<file path="config.mk">
export PLATFORM = sky130hd
export DESIGN_NAME = branch_resolve_unit_flat
export DESIGN_NICKNAME = d
export VERILOG_FILES = /design/src/rtl/bru_pkg.sv /design/src/rtl/branch_resolve_unit_if.sv /design/src/rtl/bru_pred_fifo.sv /design/src/rtl/branch_resolve_unit.sv /design/src/flat_wrapper.sv
export SDC_FILE = /design/constraint.sdc
export NUM_CORES = 1
export LEC_CHECK = 0
export CORE_UTILIZATION = 59
export CTS_CLUSTER_SIZE = 16
export DETAILED_ROUTE_END_ITERATION = 7
export PLACE_DENSITY = 0.85
export SYNTH_ARGS = -nofsm -noshare
export SYNTH_HDL_FRONTEND = slang
export SYNTH_HIERARCHICAL = 1
export SYNTH_SLANG_ARGS = --single-unit
</file>
<file path="constraint.sdc">
create_clock -name clk -period 8.1 [get_ports clk]
set_input_delay 0.81 -clock clk [delete_from_list [all_inputs] [get_ports clk]]
set_output_delay 0.81 -clock clk [all_outputs]
set_load 0.02 [all_outputs]
</file>
<file path="src/rtl/bru_pkg.sv">
// Shared types and default sizing for the branch resolve unit.
// A queue entry holds the predicted direction and the recovery PC.
package bru_pkg;

   localparam int DEF_DEPTH = 4;
   localparam int DEF_PC_W  = 32;
   localparam int DEF_CNT_W = 16;

   typedef struct packed {
      logic                taken;
      logic [DEF_PC_W-1:0] alt_pc;
   } bru_entry_t;

endpackage

</file>
<file path="src/rtl/branch_resolve_unit_if.sv">
// Fetch/EX-facing bundle of the branch resolve unit.
// The master drives predictions and resolutions; the slave is the unit itself.
interface branch_resolve_unit_if
   import bru_pkg::*;
#(
   parameter int PC_W  = DEF_PC_W,
   parameter int CNT_W = DEF_CNT_W
);

   logic             pred_valid;
   logic             pred_taken;
   logic [PC_W-1:0]  pred_alt_pc;
   logic             res_valid;
   logic             res_taken;
   logic             upd_en;
   logic             upd_taken;
   logic             flush;
   logic [PC_W-1:0]  redirect_pc;
   logic             q_full;
   logic             err;
   logic [CNT_W-1:0] branch_cnt;
   logic [CNT_W-1:0] mispred_cnt;

   modport master (
      output pred_valid, pred_taken, pred_alt_pc, res_valid, res_taken,
      input  upd_en, upd_taken, flush, redirect_pc, q_full, err,
             branch_cnt, mispred_cnt
   );

   modport slave (
      input  pred_valid, pred_taken, pred_alt_pc, res_valid, res_taken,
      output upd_en, upd_taken, flush, redirect_pc, q_full, err,
             branch_cnt, mispred_cnt
   );

endinterface

</file>
<file path="src/rtl/bru_pred_fifo.sv">
// In-order queue of outstanding predictions with a single-cycle clear.
// The caller guarantees push/pop are only asserted when legal.
module bru_pred_fifo
   import bru_pkg::*;
#(
   parameter int  DEPTH   = DEF_DEPTH,
   parameter type entry_t = bru_entry_t
) (
   input  logic   clk,
   input  logic   rst_n,
   input  logic   push,
   input  logic   pop,
   input  logic   clear,
   input  entry_t wr_data,
   output entry_t head,
   output logic   full,
   output logic   empty
);

   localparam int PTR_W = $clog2(DEPTH);

   entry_t           mem_r [DEPTH];
   logic [PTR_W-1:0] rd_ptr_r;
   logic [PTR_W-1:0] wr_ptr_r;
   logic [PTR_W:0]   count_r;

   // Entry storage; a push that coincides with a clear is a squashed branch.
   always_ff @(posedge clk) begin
      if (push && !clear) begin
         mem_r[wr_ptr_r] <= wr_data;
      end
   end

   // Pointers and occupancy; pointers wrap naturally since DEPTH is a power of 2.
   always_ff @(posedge clk or negedge rst_n) begin
      if (!rst_n) begin
         rd_ptr_r <= '0;
         wr_ptr_r <= '0;
         count_r  <= '0;
      end else if (clear) begin
         rd_ptr_r <= '0;
         wr_ptr_r <= '0;
         count_r  <= '0;
      end else begin
         if (push) begin
            wr_ptr_r <= wr_ptr_r + PTR_W'(1);
         end
         if (pop) begin
            rd_ptr_r <= rd_ptr_r + PTR_W'(1);
         end
         case ({push, pop})
            2'b10:   count_r <= count_r + (PTR_W+1)'(1);
            2'b01:   count_r <= count_r - (PTR_W+1)'(1);
            default: count_r <= count_r;
         endcase
      end
   end

   assign head  = mem_r[rd_ptr_r];
   assign full  = (count_r == (PTR_W+1)'(DEPTH));
   assign empty = (count_r == '0);

endmodule

</file>
<file path="src/rtl/branch_resolve_unit.sv">
// Compares queued predictions against EX outcomes in order, trains the
// predictor, issues a one-cycle flush on mispredict and keeps statistics.
module branch_resolve_unit
   import bru_pkg::*;
#(
   parameter int DEPTH = DEF_DEPTH,
   parameter int PC_W  = DEF_PC_W,
   parameter int CNT_W = DEF_CNT_W
) (
   input logic                  clk,
   input logic                  rst_n,
   branch_resolve_unit_if.slave bus
);

   typedef struct packed {
      logic            taken;
      logic [PC_W-1:0] alt_pc;
   } entry_t;

   entry_t           wr_entry_s;
   entry_t           head_s;
   logic             full_s;
   logic             empty_s;
   logic             pop_s;
   logic             mispred_s;
   logic             push_s;
   logic             push_err_s;
   logic             pop_err_s;

   logic             upd_en_r;
   logic             upd_taken_r;
   logic             flush_r;
   logic [PC_W-1:0]  redirect_pc_r;
   logic             err_r;
   logic [CNT_W-1:0] branch_cnt_r;
   logic [CNT_W-1:0] mispred_cnt_r;

   // Resolve/push decisions; a mispredict squashes any same-cycle push.
   always_comb begin
      wr_entry_s        = '0;
      wr_entry_s.taken  = bus.pred_taken;
      wr_entry_s.alt_pc = bus.pred_alt_pc;
      pop_s      = bus.res_valid && !empty_s;
      mispred_s  = pop_s && (head_s.taken != bus.res_taken);
      push_s     = bus.pred_valid && !mispred_s && (!full_s || pop_s);
      push_err_s = bus.pred_valid && full_s && !pop_s;
      pop_err_s  = bus.res_valid && empty_s;
   end

   bru_pred_fifo #(
      .DEPTH   (DEPTH),
      .entry_t (entry_t)
   ) u_fifo (
      .clk     (clk),
      .rst_n   (rst_n),
      .push    (push_s),
      .pop     (pop_s),
      .clear   (mispred_s),
      .wr_data (wr_entry_s),
      .head    (head_s),
      .full    (full_s),
      .empty   (empty_s)
   );

   // One-cycle training and redirect pulses following each resolve.
   always_ff @(posedge clk or negedge rst_n) begin
      if (!rst_n) begin
         upd_en_r      <= 1'b0;
         upd_taken_r   <= 1'b0;
         flush_r       <= 1'b0;
         redirect_pc_r <= '0;
      end else begin
         upd_en_r      <= pop_s;
         upd_taken_r   <= pop_s && bus.res_taken;
         flush_r       <= mispred_s;
         redirect_pc_r <= mispred_s ? head_s.alt_pc : '0;
      end
   end

   // Saturating statistics and the sticky protocol error flag.
   always_ff @(posedge clk or negedge rst_n) begin
      if (!rst_n) begin
         branch_cnt_r  <= '0;
         mispred_cnt_r <= '0;
         err_r         <= 1'b0;
      end else begin
         if (pop_s && (branch_cnt_r != '1)) begin
            branch_cnt_r <= branch_cnt_r + CNT_W'(1);
         end
         if (mispred_s && (mispred_cnt_r != '1)) begin
            mispred_cnt_r <= mispred_cnt_r + CNT_W'(1);
         end
         if (push_err_s || pop_err_s) begin
            err_r <= 1'b1;
         end
      end
   end

   assign bus.upd_en      = upd_en_r;
   assign bus.upd_taken   = upd_taken_r;
   assign bus.flush       = flush_r;
   assign bus.redirect_pc = redirect_pc_r;
   assign bus.q_full      = full_s;
   assign bus.err         = err_r;
   assign bus.branch_cnt  = branch_cnt_r;
   assign bus.mispred_cnt = mispred_cnt_r;

endmodule

</file>
<file path="src/flat_wrapper.sv">
// flat-port wrapper written by rule: the top's interface ports become plain ports
module branch_resolve_unit_flat import bru_pkg::*;
#(
   parameter int DEPTH = DEF_DEPTH,
   parameter int PC_W  = DEF_PC_W,
   parameter int CNT_W = DEF_CNT_W
)
  (clk, rst_n, bus_pred_valid, bus_pred_taken, bus_pred_alt_pc, bus_res_valid, bus_res_taken, bus_upd_en, bus_upd_taken, bus_flush, bus_redirect_pc, bus_q_full, bus_err, bus_branch_cnt, bus_mispred_cnt);
  branch_resolve_unit_if #(.PC_W(PC_W), .CNT_W(CNT_W)) bus_i ();
  input logic clk;
  input logic rst_n;
  input wire logic [$bits(bus_i.pred_valid)-1:0] bus_pred_valid;
  input wire logic [$bits(bus_i.pred_taken)-1:0] bus_pred_taken;
  input wire logic [$bits(bus_i.pred_alt_pc)-1:0] bus_pred_alt_pc;
  input wire logic [$bits(bus_i.res_valid)-1:0] bus_res_valid;
  input wire logic [$bits(bus_i.res_taken)-1:0] bus_res_taken;
  output wire logic [$bits(bus_i.upd_en)-1:0] bus_upd_en;
  output wire logic [$bits(bus_i.upd_taken)-1:0] bus_upd_taken;
  output wire logic [$bits(bus_i.flush)-1:0] bus_flush;
  output wire logic [$bits(bus_i.redirect_pc)-1:0] bus_redirect_pc;
  output wire logic [$bits(bus_i.q_full)-1:0] bus_q_full;
  output wire logic [$bits(bus_i.err)-1:0] bus_err;
  output wire logic [$bits(bus_i.branch_cnt)-1:0] bus_branch_cnt;
  output wire logic [$bits(bus_i.mispred_cnt)-1:0] bus_mispred_cnt;
  assign bus_i.pred_valid = bus_pred_valid;
  assign bus_i.pred_taken = bus_pred_taken;
  assign bus_i.pred_alt_pc = bus_pred_alt_pc;
  assign bus_i.res_valid = bus_res_valid;
  assign bus_i.res_taken = bus_res_taken;
  assign bus_upd_en = bus_i.upd_en;
  assign bus_upd_taken = bus_i.upd_taken;
  assign bus_flush = bus_i.flush;
  assign bus_redirect_pc = bus_i.redirect_pc;
  assign bus_q_full = bus_i.q_full;
  assign bus_err = bus_i.err;
  assign bus_branch_cnt = bus_i.branch_cnt;
  assign bus_mispred_cnt = bus_i.mispred_cnt;
  branch_resolve_unit #(.DEPTH(DEPTH), .PC_W(PC_W), .CNT_W(CNT_W)) u_core (.clk(clk), .rst_n(rst_n), .bus(bus_i));
endmodule
</file>
==> metrics.txt <==
Slowest cell on crit path and2_2; Worst Tran Pin Value 0.9366 ns; Tot GR Track Use 0.2298; DR vias 4397; CP max stage delay 0.78 ns; syn_nets 490; slew margin rel. 0.3756; die area 14080 µm²; peak supply drop 259.9 µV; Hold WC Path Type input port to async pin; area leader, netlist edfxtp_1; CTS sink cnt 207; die height 118.7 µm; Clock Path Buffers 3; Worst Slack Setup Final 4.219 ns; CTS-repair resized insts 0; syn_area_per_cell 18.05 µm²; final antenna-violating net count 0; initial DRC count 418; number of global-route vias before repair 4564; total gr overflow 0; Fmax 0.2577 GHz; Setup Crit Path Kind flop to flop; share of layout cells above drive strength 1 0.1431; Clock Latency Late Sink 0.49 ns; synth top area cells edfxtp_1, dfrtp_1, mux4_2; CTS tree built; Max Slew Vio Count 0; Post-Route WL 15.63 mm; die width 118.7 µm; RSZ-0062 raised after global routing no; CP Data Required Time 8.21 ns; PortBufs 106; detailed-route DRC error count 0; Max-Cap Viols 0; Final setup viols 0; clock power share 0.278; Post-synth EDFFs 132; Syn Inst Count 445; Max FO, Critical Path 35; clock skew 0.01997 ns; Post-CTS Setup Inserts 0; post-route setup TNS 0 ns; Final period util 0.4791; global-route wire length before repair 24.41 mm; Switching Power 0.0009845 W; average wire per standard cell 20.87 µm; Post-Syn Area 8030 µm²; Clock Root Buffer clkbuf_16; ANT cells 0; Row Count 42; Initial Utilization 0.6064; ys flop type edfxtp_1; Worst Setup End Kind flop; total core area 13240 µm²; Crit path buffers/inverters 1; Netlist cell types 47; Sw Ratio 0.2974; Async SR Flop Fraction 0.3623; via/cell ratio 5.870; Seq pwr share 0.450; clock slew at reported path FFs 0.06 ns; CP delay by family, top simple AND/OR/NAND/NOR gates; crit path cell chain buf_4 -> mux4_1 -> xor2_2 -> nand2_1 -> and3_1 -> nor2b_1 -> and2_2; Top Ports 107; Seq/Total Area, Yosys 0.7273; CTS Buf Count 20; synth cell count leaders edfxtp_1, dfrtp_1, and3_1; Lkg Pwr 3.710 nW; Pwr Density 335.1 nW/µm²; Logic pwr share 0.272; Synthesis Warnings 6; First-pass DRT Iterations 4; largest net degree at the start of global routing 76; H-tree depth 1; post-synthesis register bit count 207; Final Hold Vio Count 0; Worst Path Arrival 3.99 ns; total power 0.003310 W; NumNets Final 604; Placement Setup Slack 4.186 ns; area grow syn2layout 23.03%; count leader, synth edfxtp_1; DPL Wire Length 9.092 mm; CP Launch Type flop; WHS 0.4672 ns; initial antenna violation count 0; outcome finished clean; CTS Hold Bufs 0; Tmin final 3.881 ns; GP Congestion 0.8242; Internal 0.002326 W; Yosys top cell area share 0.4936
## cells in the final DEF (no fill, tap or decap), types with 2 or more instances in the layout
cell / n
a21oi_1: 7
a31oi_1: 4
and2_2: 4
and3_1: 37
and4_1: 2
buf_4: 4
bufinv_16: 2
clkbuf_1: 3
clkbuf_16: 20
clkbuf_8: 2
clkdlybuf4s50_1: 105
clkinv_2: 5
clkinvlp_4: 2
dfrtp_1: 73
dfrtp_2: 2
edfxtp_1: 132
ha_1: 6
inv_1: 6
mux2_2: 3
mux2i_1: 3
mux4_1: 5
mux4_2: 28
nand2_1: 11
nand2b_1: 2
nand3_1: 13
nand4_1: 10
nand4b_1: 3
nor2_1: 10
nor2b_1: 2
nor3_1: 6
nor3b_1: 3
nor4_1: 7
o21ai_0: 3
xnor2_1: 18
xor2_1: 9
## path summary, 6_finish.rpt
check                                                 startpoint                                    end  slack [ns]  depth (start not counted)
min in group clk                      u_core/bus.err$_DFFE_PN0P_             u_core/bus.err$_DFFE_PN0P_        0.51                          1
hold / removal                                             rst_n   u_core/bus.branch_cnt[8]$_DFFE_PN0P_        0.47                          1
hold reg to reg                       u_core/bus.err$_DFFE_PN0P_             u_core/bus.err$_DFFE_PN0P_        0.51                          1
max in group asynchronous                                  rst_n  u_core/u_fifo/rd_ptr_r[1]$_DFFE_PN0P_        6.96                          1
setup / recovery           u_core/u_fifo/rd_ptr_r[0]$_DFFE_PN0P_   u_core/u_fifo/mem_r[0][15]$_DFFE_PP_        4.22                          7
setup reg to reg           u_core/u_fifo/rd_ptr_r[0]$_DFFE_PN0P_   u_core/u_fifo/mem_r[0][15]$_DFFE_PP_        4.22                          7
## state kept, by name, summed over array words and instances (netlist names)
register / flops
u_core/bus.flush: 1
u_core/bus.mispred_cnt: 16
u_core/bus.err: 1
u_core/u_fifo/mem_r: 132
u_core/u_fifo/wr_ptr_r: 2
u_core/bus.redirect_pc: 32
u_core/u_fifo/rd_ptr_r: 2
u_core/bus.upd_en: 1
u_core/bus.branch_cnt: 16
u_core/u_fifo/count_r: 3
u_core/bus.upd_taken: 1
## cell families after synthesis
family / count (synthesis) / share of synthesized area
flip-flops: 207 / 0.7273
AND/OR/NAND/NOR: 120 / 0.09100
buffers and inverters: 23 / 0.01854
AO/OA/AOI/OAI: 20 / 0.01605
multiplexers: 40 / 0.1047
adder cells (fa/ha/maj): 7 / 0.01184
XOR/XNOR: 28 / 0.03054
## metrics by stage
| step | std cells | utilization | instance area (µm²) |
|---|---|---|---|
| 3_3_place_gp | 713 | 0.6962 | 9220 |
| 2_1_floorplan | 445 | - | 8030 |
| 6_report | 749 | 0.7460 | 9879 |
| 5_1_grt | 749 | 0.7460 | 9879 |
| 3_5_place_dp | 713 | 0.6962 | 9220 |
| 4_1_cts | 749 | 0.7460 | 9879 |
## power by group through the flow
stage                     clock network [W]  registers (W)  logic (W)
after floorplan                           0        0.00155   0.000526
after global placement                    0        0.00149   0.000877
after detailed placement                  0        0.00150   0.000900
after CTS                          0.000936        0.00149   0.000913
after global routing               0.000978        0.00151   0.000961
final                              0.000919        0.00149   0.000902
## area by class of cell
| class | count | area [µm²] |
|---|---|---|
| clock inverters | 11 | 120.1 |
| clock buffers | 25 | 539.3 |
| multi-input cells | 215 | 2053 |
| fillers | 773 | 3363 |
| flip-flops and latches | 207 | 5843 |
| inverters | 6 | 22.52 |
| repair buffers | 109 | 1081 |
| well taps | 176 | 220.2 |
## per-layer routing
layer | track usage | part of all wire
met1 | 0.3046 | 0.41
met2 | 0.3852 | 0.51
met3 | 0.03620 | 0.043
met4 | 0.09177 | 0.037
met5 | 0 | 0
Note: power is estimated with default switching activity, not from simulation.
